===== config.mk =====
export PLATFORM = sky130hd
export DESIGN_NAME = led_seq_ctrl
export DESIGN_NICKNAME = d
export VERILOG_FILES = /design/src/rtl/led_pkg.sv /design/src/rtl/led_tick_gen.sv /design/src/rtl/led_seq_ctrl.sv
export SDC_FILE = /design/constraint.sdc
export NUM_CORES = 1
export LEC_CHECK = 0
export BUFFER_PORTS_ARGS = -buffer_cell sky130_fd_sc_hd__buf_2
export CAP_MARGIN = 20
export CORE_ASPECT_RATIO = 2
export CORE_MARGIN = 4
export CORE_UTILIZATION = 25
export DETAILED_ROUTE_END_ITERATION = 10
export PLACE_DENSITY = 0.42
export RECOVER_POWER = 25
export SLEW_MARGIN = 20
export SYNTH_ARGS = -nofsm -noshare
export SYNTH_HDL_FRONTEND = slang
export SYNTH_SLANG_ARGS = --single-unit

===== constraint.sdc =====
create_clock -name clk -period 3.4 [get_ports clk]
set_input_delay 1.02 -clock clk [delete_from_list [all_inputs] [get_ports clk]]
set_output_delay 1.02 -clock clk [all_outputs]
set_load 0.01 [all_outputs]

===== src/rtl/led_pkg.sv =====
// Shared types and helpers for the LED sequencer.
//   mode_e  : running-light modes selectable over the config port
//   state_e : sequencer FSM states
//   start_pattern() : pattern loaded when a config is accepted
package led_pkg;

  localparam int unsigned MAX_LED = 32;

  typedef enum logic [1:0] {
    SHIFT_L  = 2'd0,
    SHIFT_R  = 2'd1,
    PINGPONG = 2'd2,
    FILL     = 2'd3
  } mode_e;

  typedef enum logic [1:0] {
    IDLE = 2'd0,
    LOAD = 2'd1,
    RUN  = 2'd2
  } state_e;

  // Start pattern, LSB-aligned; callers truncate to their LED count.
  function automatic logic [MAX_LED-1:0] start_pattern(input mode_e mode,
                                                       input int unsigned n_led);
    if (mode == SHIFT_R) begin
      return MAX_LED'(1) << (n_led - 1);
    end
    return MAX_LED'(1);
  endfunction

endpackage


===== src/rtl/led_tick_gen.sv =====
// Pattern-step prescaler.
//   clk, rstn : clock, async active-low reset
//   en        : count enable
//   clr       : synchronous clear (wins over counting)
//   tc        : terminal count, high while enabled and counter == TICK_DIV-1
module led_tick_gen #(
  parameter int unsigned TICK_DIV = 6_750_000
) (
  input  logic clk,
  input  logic rstn,
  input  logic en,
  input  logic clr,
  output logic tc
);

  localparam int unsigned CNT_W = (TICK_DIV > 1) ? $clog2(TICK_DIV) : 1;
  localparam logic [CNT_W-1:0] LAST = CNT_W'(TICK_DIV - 1);

  logic [CNT_W-1:0] cnt_q;

  assign tc = en && (cnt_q == LAST);

  // Free-running 0..TICK_DIV-1 while enabled.
  always_ff @(posedge clk or negedge rstn) begin
    if (!rstn) begin
      cnt_q <= '0;
    end else if (clr || tc) begin
      cnt_q <= '0;
    end else if (en) begin
      cnt_q <= cnt_q + CNT_W'(1);
    end
  end

endmodule


===== src/rtl/led_seq_ctrl.sv =====
// LED bank sequencer: steps an N_LED pattern through one of four
// running-light modes at a prescaled tick rate.
//   clk, rstn         : clock, async active-low reset
//   cfg_valid/ready   : config handshake (transfer on valid && ready)
//   cfg_mode, cfg_run : mode select and run/hold bit
//   led_o             : registered LED drive (polarity per ACTIVE_LOW)
//   tick_o            : one-cycle pulse with each advanced pattern
module led_seq_ctrl
  import led_pkg::*;
#(
  parameter int unsigned N_LED      = 6,
  parameter int unsigned TICK_DIV   = 6_750_000,
  parameter bit          ACTIVE_LOW = 1'b1
) (
  input  logic             clk,
  input  logic             rstn,
  input  logic             cfg_valid,
  output logic             cfg_ready,
  input  logic [1:0]       cfg_mode,
  input  logic             cfg_run,
  output logic [N_LED-1:0] led_o,
  output logic             tick_o
);

  localparam logic [N_LED-1:0] LED_OFF = ACTIVE_LOW ? {N_LED{1'b1}} : {N_LED{1'b0}};

  state_e           state_q, state_nxt;
  mode_e            mode_q, mode_nxt;
  logic             run_q, run_nxt;
  logic [N_LED-1:0] pattern_q, pattern_nxt;
  logic             dir_up_q, dir_up_nxt;
  logic             ready_q, tick_q;
  logic [N_LED-1:0] led_q;

  logic             accept;
  logic             tc;
  logic             step;
  logic [N_LED-1:0] adv_pattern;
  logic             adv_dir_up;

  assign accept    = cfg_valid && ready_q;
  assign cfg_ready = ready_q;
  assign tick_o    = tick_q;
  assign led_o     = led_q;

  led_tick_gen #(
    .TICK_DIV (TICK_DIV)
  ) u_tick_gen (
    .clk  (clk),
    .rstn (rstn),
    .en   (state_q == RUN),
    .clr  (accept || (state_q != RUN)),
    .tc   (tc)
  );

  // Next pattern and pingpong direction for the current mode.
  always_comb begin
    adv_pattern = pattern_q;
    adv_dir_up  = dir_up_q;
    unique case (mode_q)
      SHIFT_L: adv_pattern = {pattern_q[N_LED-2:0], pattern_q[N_LED-1]};
      SHIFT_R: adv_pattern = {pattern_q[0], pattern_q[N_LED-1:1]};
      PINGPONG: begin
        adv_pattern = dir_up_q ? (pattern_q << 1) : (pattern_q >> 1);
        // Flip as soon as the lit bit lands on an end so ends are not repeated.
        if (adv_pattern[N_LED-1]) begin
          adv_dir_up = 1'b0;
        end else if (adv_pattern[0]) begin
          adv_dir_up = 1'b1;
        end
      end
      FILL: adv_pattern = (&pattern_q) ? '0 : {pattern_q[N_LED-2:0], 1'b1};
      default: adv_pattern = pattern_q;
    endcase
  end

  // Sequencer FSM: next state, latched config and pattern update.
  always_comb begin
    state_nxt   = state_q;
    mode_nxt    = mode_q;
    run_nxt     = run_q;
    pattern_nxt = pattern_q;
    dir_up_nxt  = dir_up_q;
    step        = 1'b0;
    unique case (state_q)
      IDLE: begin
        if (accept) begin
          mode_nxt  = mode_e'(cfg_mode);
          run_nxt   = cfg_run;
          state_nxt = LOAD;
        end
      end
      LOAD: begin
        pattern_nxt = N_LED'(start_pattern(mode_q, N_LED));
        dir_up_nxt  = 1'b1;
        state_nxt   = run_q ? RUN : IDLE;
      end
      RUN: begin
        // A config accepted on the terminal-count cycle suppresses the step.
        if (accept) begin
          mode_nxt  = mode_e'(cfg_mode);
          run_nxt   = cfg_run;
          state_nxt = LOAD;
        end else if (tc) begin
          pattern_nxt = adv_pattern;
          dir_up_nxt  = adv_dir_up;
          step        = 1'b1;
        end
      end
      default: state_nxt = IDLE;
    endcase
  end

  // State and registered outputs.
  always_ff @(posedge clk or negedge rstn) begin
    if (!rstn) begin
      state_q   <= IDLE;
      mode_q    <= SHIFT_L;
      run_q     <= 1'b0;
      pattern_q <= '0;
      dir_up_q  <= 1'b1;
      ready_q   <= 1'b1;
      tick_q    <= 1'b0;
      led_q     <= LED_OFF;
    end else begin
      state_q   <= state_nxt;
      mode_q    <= mode_nxt;
      run_q     <= run_nxt;
      pattern_q <= pattern_nxt;
      dir_up_q  <= dir_up_nxt;
      ready_q   <= (state_nxt != LOAD);
      tick_q    <= step;
      led_q     <= ACTIVE_LOW ? ~pattern_nxt : pattern_nxt;
    end
  end

endmodule


=== After elaboration in Yosys (flattened, before gate mapping) ===
Cells that the tools add are included.

* Register bits: 43
* Bits in latches: 0
* RAM bits: 0
* ROM bits: 0
* Output and inout bits: 8
* Memories: 0

* Add/subtract/negate cells: 1
* Multiply operators: 0
* Div/mod/pow operators: 0
* $lt $le $gt $ge: 0
* Equal/unequal tests: 12
* Shifts and indexed selects: 0
* Muxes and demuxes: 24
* Bitwise gates (word level): 1
* Reduce and logical (&&, ||, !) cells: 12

{| class="wikitable"
|+ Operator list
! kind !! number
|-
| 23-bit 2-to-1 mux || 2
|-
| 6-bit 2-to-1 mux || 6
|-
| 6-bit one-hot mux with 4 select lines || 1
|-
| 23-bit by 1-bit adder with 23-bit output, second input constant || 1
|-
| 23-bit == test, second input constant || 1
|-
| 6-bit one-hot mux with 2 select lines || 1
|-
| 1-bit 2-to-1 mux || 10
|-
| 2-bit != test, second input constant || 4
|-
| 2-bit == test, second input constant || 3
|-
| 6-bit inverter || 1
|-
| 6-bit AND reduction || 1
|-
| 5-bit AND reduction || 1
|-
| 2-bit by 1-bit == test with 1-bit output, second input constant || 2
|-
| 2-bit zero test || 2
|-
| 2-bit 2-to-1 mux || 2
|-
| 2-bit one-hot mux with 2 select lines || 1
|-
| 2-bit nonzero test || 2
|-
| 3-bit != test, second input constant || 1
|-
| 1-bit logical AND || 2
|-
| 1-bit logical OR || 2
|-
| 2-bit by 1-bit != test with 1-bit output, second input constant || 1
|-
| 1-bit one-hot mux with 2 select lines || 1
|-
| 2-bit AND reduction || 1
|-
| 2-bit OR reduction || 1
|}

=== Longest topological paths before layout ===
Gate-level depths: netlist of the first run.

* Depth in word-level cells: 7
* Mapped depth: 9

=== Cells and area by module ===
A second synthesis of the first run with hierarchy kept.

* Cell total of the unflattened synthesis: 230
* Area, all modules: 2,341.0 um2

{| class="wikitable"
|+ By module, submodules not included
! module !! times used !! cells each !! area each (um2)
|-
| led_tick_gen || 1 || 131 || 1,255.0
|-
| led_seq_ctrl || 1 || 99 || 1,086.0
|}

=== Least setup slack after synthesis of the first run ===
No wires, ideal clock.

* Path kind: register -> register
* Start point: register u_tick_gen.cnt_q[16]
* End point: register led_q[2], in the netlist led_o[2]
* Arrival time: 2.457 ns
* Required time: 3.323 ns
* Path slack: 0.866 ns
* Cell stages (with the launch flop): 7
* Buffers on the path: 1
* Clock period less this slack: 2.534 ns
* Cells stage by stage: dfrtp_1 or4b_1 or4_4 or4b_1 clkbuf_2 or2_4 o21a_1

* Word-level cells in the longest chain between the ends: 6

{| class="wikitable"
|+ Ends and longest elaborated chain
! what !! RTL line !! RTL
|-
| start, declared || led_tick_gen.sv:19 || <nowiki>logic [CNT_W-1:0] cnt_q;</nowiki>
|-
| start signal, assigned || led_tick_gen.sv:30 || <nowiki>cnt_q <= cnt_q + CNT_W'(1);</nowiki>
|-
| 23-bit == test || led_tick_gen.sv:21 || <nowiki>assign tc = en && (cnt_q == LAST);</nowiki>
|-
| 1-bit logical AND || led_tick_gen.sv:21 ||
|-
| 6-bit 2-to-1 mux || led_seq_ctrl.sv:104 || <nowiki>end else if (tc) begin</nowiki>
|-
| 6-bit 2-to-1 mux || led_seq_ctrl.sv:100 || <nowiki>if (accept) begin</nowiki>
|-
| 6-bit one-hot mux with 2 select lines || led_seq_ctrl.sv:85 || <nowiki>unique case (state_q)</nowiki>
|-
| 6-bit inverter || led_seq_ctrl.sv:133 || <nowiki>led_q <= ACTIVE_LOW ? ~pattern_nxt : pattern_nxt;</nowiki>
|-
| end signal, assigned || led_seq_ctrl.sv:133 ||
|-
| end, declared || led_seq_ctrl.sv:33 || <nowiki>logic [N_LED-1:0] led_q;</nowiki>
|}

Every way passes these cells.
A chain may end at the register's enable or synchronous reset.

=== Worst setup path in the final report of the first run ===
Same ends and word-level chain as after synthesis.

==> results.sh, run 1 <==
export IMPL_die_h_um=144.3
export IMPL_layout_min_cycle_time_ns=2.637
export IMPL_nFillCells=954
export IMPL_post_dp_cell_area_um2=2467
export IMPL_htreeDepth=2
export IMPL_grt_pass1_wl_um=9108
export IMPL_via_per_inst=4.862
export IMPL_diodes=0
export IMPL_setup_tns_ns=0
export IMPL_worstPathRequired_ns=3.62
export IMPL_reg2regPathDepth=5
export IMPL_end_kind="flop"
export IMPL_reg2reg_to="led_o[2]"
export IMPL_cp_max_fo=7
export IMPL_dp_hpwl_um=3921
export IMPL_max_freq_ghz=0.3791
export IMPL_worstHoldPathCells=1
export IMPL_synth_seq_area_share_pct=46.74
export IMPL_crit_start="u_tick_gen.cnt_q[16]"
export IMPL_finalSetupViolCount=0
export IMPL_worst_pin_slew_ns=1.103
export IMPL_cts_root_buf="clkbuf_16"
export IMPL_final_common_cell="nor2_1"
export IMPL_io_buffer_count=13
export IMPL_cap_violations=0
export IMPL_start_kind="flop"
export IMPL_slew_violations=0
export IMPL_grt_pass1_vias=1810
export IMPL_path_class="reg -> reg"
export IMPL_finalHoldViolCount=0
export IMPL_grt_max_degree=44
export IMPL_path_clk_slew_ns=0.06
export IMPL_num_vias=1721
export IMPL_async_reset_ff_share_pct=100.0
export IMPL_status="finished clean"
export IMPL_fp_dieW_um=76.17
export IMPL_crit_arrival_ns=2.85
export IMPL_clock_path_buffers=2
export IMPL_rsz0062_at_grt="no"
export IMPL_core_um2=9012
export IMPL_post_cts_buffers=0
export IMPL_synth_ff_type="dfrtp_1"
export IMPL_synth_seq_cells=43
export IMPL_postCtsResizedCells=0
export IMPL_finalWirelength_um=5401
export IMPL_antenna_found_initial=0
export IMPL_p_leak_nw=1.008
export IMPL_synth_cell_types=49
export IMPL_powerDensity_nw_per_um2=566.5
export IMPL_drc=0
export IMPL_reg2reg_from="u_tick_gen.cnt_q[16]"
export IMPL_cts_tree="done"
export IMPL_avgSynthCellArea_um2=9.522
export IMPL_io_pins=14
export IMPL_design_area_um2=2605
export IMPL_reg2reg_slack_ns=0.76
export IMPL_drive_gt1_share_pct=17.46
export IMPL_grt_overflow=0
export IMPL_wl_per_cell_um=15.26
export IMPL_clkLatencyLatePin_ns=0.28
export IMPL_synth_area_um2=2323
export IMPL_hold_end="u_tick_gen.cnt_q[0]"
export IMPL_dr_first_iter_drc_count=60
export IMPL_start_util_pct=25.78
export IMPL_drt_antenna_violating_nets=0
export IMPL_finalClockSkew_ns=0.004152
export IMPL_multiInputGateArea_um2=1147
export IMPL_synth_nets=255
export IMPL_slew_headroom_pct=26.45
export IMPL_syn2layout_area_growth_pct=12.12
export IMPL_holdCritPathClass="reg -> reg"
export IMPL_final_cell_mix="nor2_1 (41), dfrtp_1 (35), nand2_1 (16), xnor2_1 (14), buf_2 (12)"
export IMPL_nets=262
export IMPL_num_rows=49
export IMPL_period_share_pct=77.57
export IMPL_seq_area_um2=1086
export IMPL_ir_worst_vdd_uv=175.0
export IMPL_die_area_um2=10990
export IMPL_synth_edf_count=0
export IMPL_place_congestion=0.7715
export IMPL_yosys_warnings=0
export IMPL_hold_start="u_tick_gen.cnt_q[0]"
export IMPL_drt_first_pass_iters=6
export IMPL_postSynthCellCount=244
export IMPL_cts_sinks=43
export IMPL_ctsHoldBuffers=0
export IMPL_numCtsBuffers=5
export IMPL_grt_use_total_pct=10.44
export IMPL_holdWs_ns=0.4935
how the worst max path moves through the flow:
stage,endpoint,slack (ns),cells past startpoint
5_1_grt,flop,0.69,5
4_1_cts,led_o[2],0.75,5
6_report,led_o[2],0.76,5
3_5_place_dp,led_o[2],0.75,5
3_3_place_gp,led_o[2],0.76,5
2_1_floorplan,led_o[2],0.87,6
critical path, cell delays in order (launching register included):
cell	delay (ns)
dfrtp_1	0.43
or4b_1	0.51
or4_4	0.50
or4b_1	0.61
or2_4	0.33
o21a_1	0.19
power breakdown:
part	total (mW)	internal [mW]	switching [mW]
Combinational	0.351	0.136	0.215
Clock	0.462	0.272	0.191
Sequential	0.663	0.570	0.0926
Total	1.48	0.978	0.498
cell families after synthesis:
family | count (synthesis) | synth area share (%)
multiplexers | 7 | 3.177
AO/OA/AOI/OAI | 36 | 11.42
flip-flops | 43 | 46.74
AND/OR/NAND/NOR | 110 | 24.56
buffers and inverters | 23 | 3.877
adder cells (fa/ha/maj) | 5 | 2.693
XOR/XNOR | 20 | 7.539
synth_stat cells, drive strengths merged (5+ instances only):
| cell type | instances | share of area (%) |
|---|---|---|
| nand3 | 11 | 2.4 |
| xor2 | 6 | 2.3 |
| nor3 | 8 | 1.7 |
| nor2b | 7 | 1.9 |
| ha | 5 | 2.7 |
| nand2 | 16 | 2.6 |
| a31oi | 5 | 1.3 |
| o21ai | 5 | 1.1 |
| and4 | 5 | 2.0 |
| inv | 9 | 1.5 |
| dfrtp | 35 | 38 |
| xnor2 | 14 | 5.3 |
| dfstp | 8 | 9.0 |
| clkbuf | 12 | 2.0 |
| nor2 | 41 | 6.6 |
layout make-up:
class / count / area share [%]
clock buffer: 7 / 5.091
clock inverter: 1 / 0.1921
inverter: 9 / 1.297
multi-input combinational: 178 / 44.04
sequential: 43 / 41.69
tap: 102 / 4.899
timing repair buffer: 14 / 2.786
through the flow:
stage	setup WS (ns)	cells	util, %	power (mW)
floorplan	0.8660	244	-	0.9190
global placement	0.7634	346	27.38	1.025
detailed placement	0.7527	346	27.38	1.028
CTS	0.7471	354	28.90	1.506
global route	0.6883	354	28.90	1.585
finish	0.7625	354	28.90	1.476
per-layer routing:
layer	wire length, µm	share of wire, %	track usage, %	vias to the layer above
met4	116	2.1	4.700	0
met3	105	1.9	1.933	5
met5	0	0	0	-
met2	3201	59	20.93	17
li1	-	-	-	865
met1	1978	37	10.03	834
(Power assumes the default switching activity.)
==> inputs of run 2 (changes only) <==
Clock period 3.4 ns to 2.7 ns, I/O delays scaled along.
==> run 2 against run 1 <==
Power increased by 34%. Critical path type unchanged. Flip-flop and latch count did not move. Critical endpoint is now led_o[3]. Maximum frequency rose by 5.5%. Core utilization grew 0.85 points. Non-clock buffer count is 6 higher.
==> results.sh, run 2 (synthesis gave the netlist of run 1 again) <==
export IMPL_status="finished clean"
export IMPL_cts_tree="done"
export IMPL_reg2regPathDepth=5
export IMPL_cap_violations=0
export IMPL_cpLargestDelayFamily="simple AND/OR/NAND/NOR gates"
export IMPL_crit_path_top_delay_cell="or4b_4"
export IMPL_diodes=0
export IMPL_powerDensity_nw_per_um2=736.3
export IMPL_io_pins=14
export IMPL_syn2layout_area_growth_pct=15.40
export IMPL_cts_root_buf="clkbuf_16"
export IMPL_worstPathRequired_ns=2.92
export IMPL_drt_antenna_violating_nets=0
export IMPL_nFillCells=949
export IMPL_start_kind="flop"
export IMPL_numCtsBuffers=5
export IMPL_path_cells="or4b_1 -> or4_4 -> or4b_4 -> or2_4 -> o21a_1"
export IMPL_die_area_um2=10990
export IMPL_path_class="reg -> reg"
export IMPL_nets=268
export IMPL_fp_dieW_um=76.17
export IMPL_final_cell_count_no_fill=360
export IMPL_setup_tns_ns=0
export IMPL_antenna_found_initial=0
export IMPL_drc=0
export IMPL_path_buf_inv=0
export IMPL_holdCritPathClass="reg -> reg"
export IMPL_grt_overflow=0
export IMPL_preCtsSetupSlack_ns=0.1143
export IMPL_cpPeakStageDelay_ns=0.55
export IMPL_wl_per_cell_um=15.19
export IMPL_clkLatencyLatePin_ns=0.29
export IMPL_start_util_pct=25.78
export IMPL_grt_max_degree=44
export IMPL_finalSetupViolCount=0
export IMPL_final_cell_mix="nor2_1 (41), dfrtp_1 (35), nand2_1 (16), xnor2_1 (14), buf_2 (13)"
export IMPL_final_common_cell="nor2_1"
export IMPL_via_per_inst=4.900
export IMPL_grt_pass1_wl_um=9018
export IMPL_layout_min_cycle_time_ns=2.499
export IMPL_holdWs_ns=0.4831
export IMPL_num_rows=49
export IMPL_max_freq_ghz=0.4001
export IMPL_end_kind="flop"
export IMPL_drt_first_pass_iters=4
export IMPL_path_clk_slew_ns=0.06
export IMPL_die_h_um=144.3
export IMPL_dr_first_iter_drc_count=70
export IMPL_worst_pin_slew_ns=1.098
export IMPL_clock_path_buffers=2
export IMPL_dp_hpwl_um=3980
export IMPL_htreeDepth=2
export IMPL_slew_headroom_pct=26.82
export IMPL_finalWirelength_um=5468
export IMPL_ctsHoldBuffers=0
export IMPL_place_congestion=0.7322
export IMPL_core_um2=9012
export IMPL_cp_max_fo=7
export IMPL_crit_arrival_ns=2.72
export IMPL_io_buffer_count=13
export IMPL_dp_cells=352
export IMPL_setup_slack_ns=0.2006
export IMPL_grt_use_total_pct=10.58
export IMPL_num_vias=1764
export IMPL_ir_worst_vdd_uv=274.7
export IMPL_grt_pass1_vias=1778
export IMPL_rsz0062_at_grt="no"
export IMPL_path_depth=5
export IMPL_drive_gt1_share_pct=20.16
export IMPL_slew_violations=0
export IMPL_cts_sinks=43
export IMPL_finalHoldViolCount=0
export IMPL_worstHoldPathCells=1
export IMPL_finalClockSkew_ns=0.007162
export IMPL_period_share_pct=92.57
export IMPL_p_leak_nw=1.050
-- run 2: timing repair --
item,in CTS,in global routing
endpoints found under the setup margin,0,1
setup buffers,0,0
gates resized for setup,0,2
-- run 2: final timing paths --
path                                startpoint              endpoint  slack [ns]
setup / recovery           u_tick_gen.cnt_q[6]              led_o[3]        0.20
hold / removal             u_tick_gen.cnt_q[0]   u_tick_gen.cnt_q[0]        0.48
setup reg to reg           u_tick_gen.cnt_q[6]              led_o[3]        0.20
hold reg to reg            u_tick_gen.cnt_q[0]   u_tick_gen.cnt_q[0]        0.48
max in group asynchronous                 rstn  u_tick_gen.cnt_q[18]        1.22
min in group asynchronous                 rstn                 run_q        0.81
-- run 2: through the flow --
stage	area (µm²)	power, mW	util [%]
after floorplan	2323	1.157	-
after global placement	2512	1.307	27.88
after detailed placement	2512	1.305	27.88
after CTS	2675	2.015	29.68
after global routing	2681	2.100	29.75
final	2681	1.974	29.75
-- run 2: area by class of cell --
cell class | count | area [µm²] | area share [%]
multi-input combinational | 178 | 1156 | 43.12
tap | 102 | 127.6 | 4.760
timing repair buffer | 20 | 115.1 | 4.293
inverter | 9 | 33.78 | 1.260
sequential | 43 | 1086 | 40.50
clock inverter | 1 | 30.03 | 1.120
clock buffer | 7 | 132.6 | 4.946
-- run 2: metal layers --
metal	wire [µm]	GRT usage [%]	vias up	part of all wire, %
li1	-	-	877	-
met1	1981	9.903	860	36
met2	3220	21.34	20	59
met3	118	1.746	7	2.2
met4	148	5.438	0	2.7
met5	0	0	-	0
-- run 2: power by group --
group          switching (mW)  internal [mW]
Combinational           0.295          0.185
Clock                   0.247          0.438
Sequential             0.0923          0.719
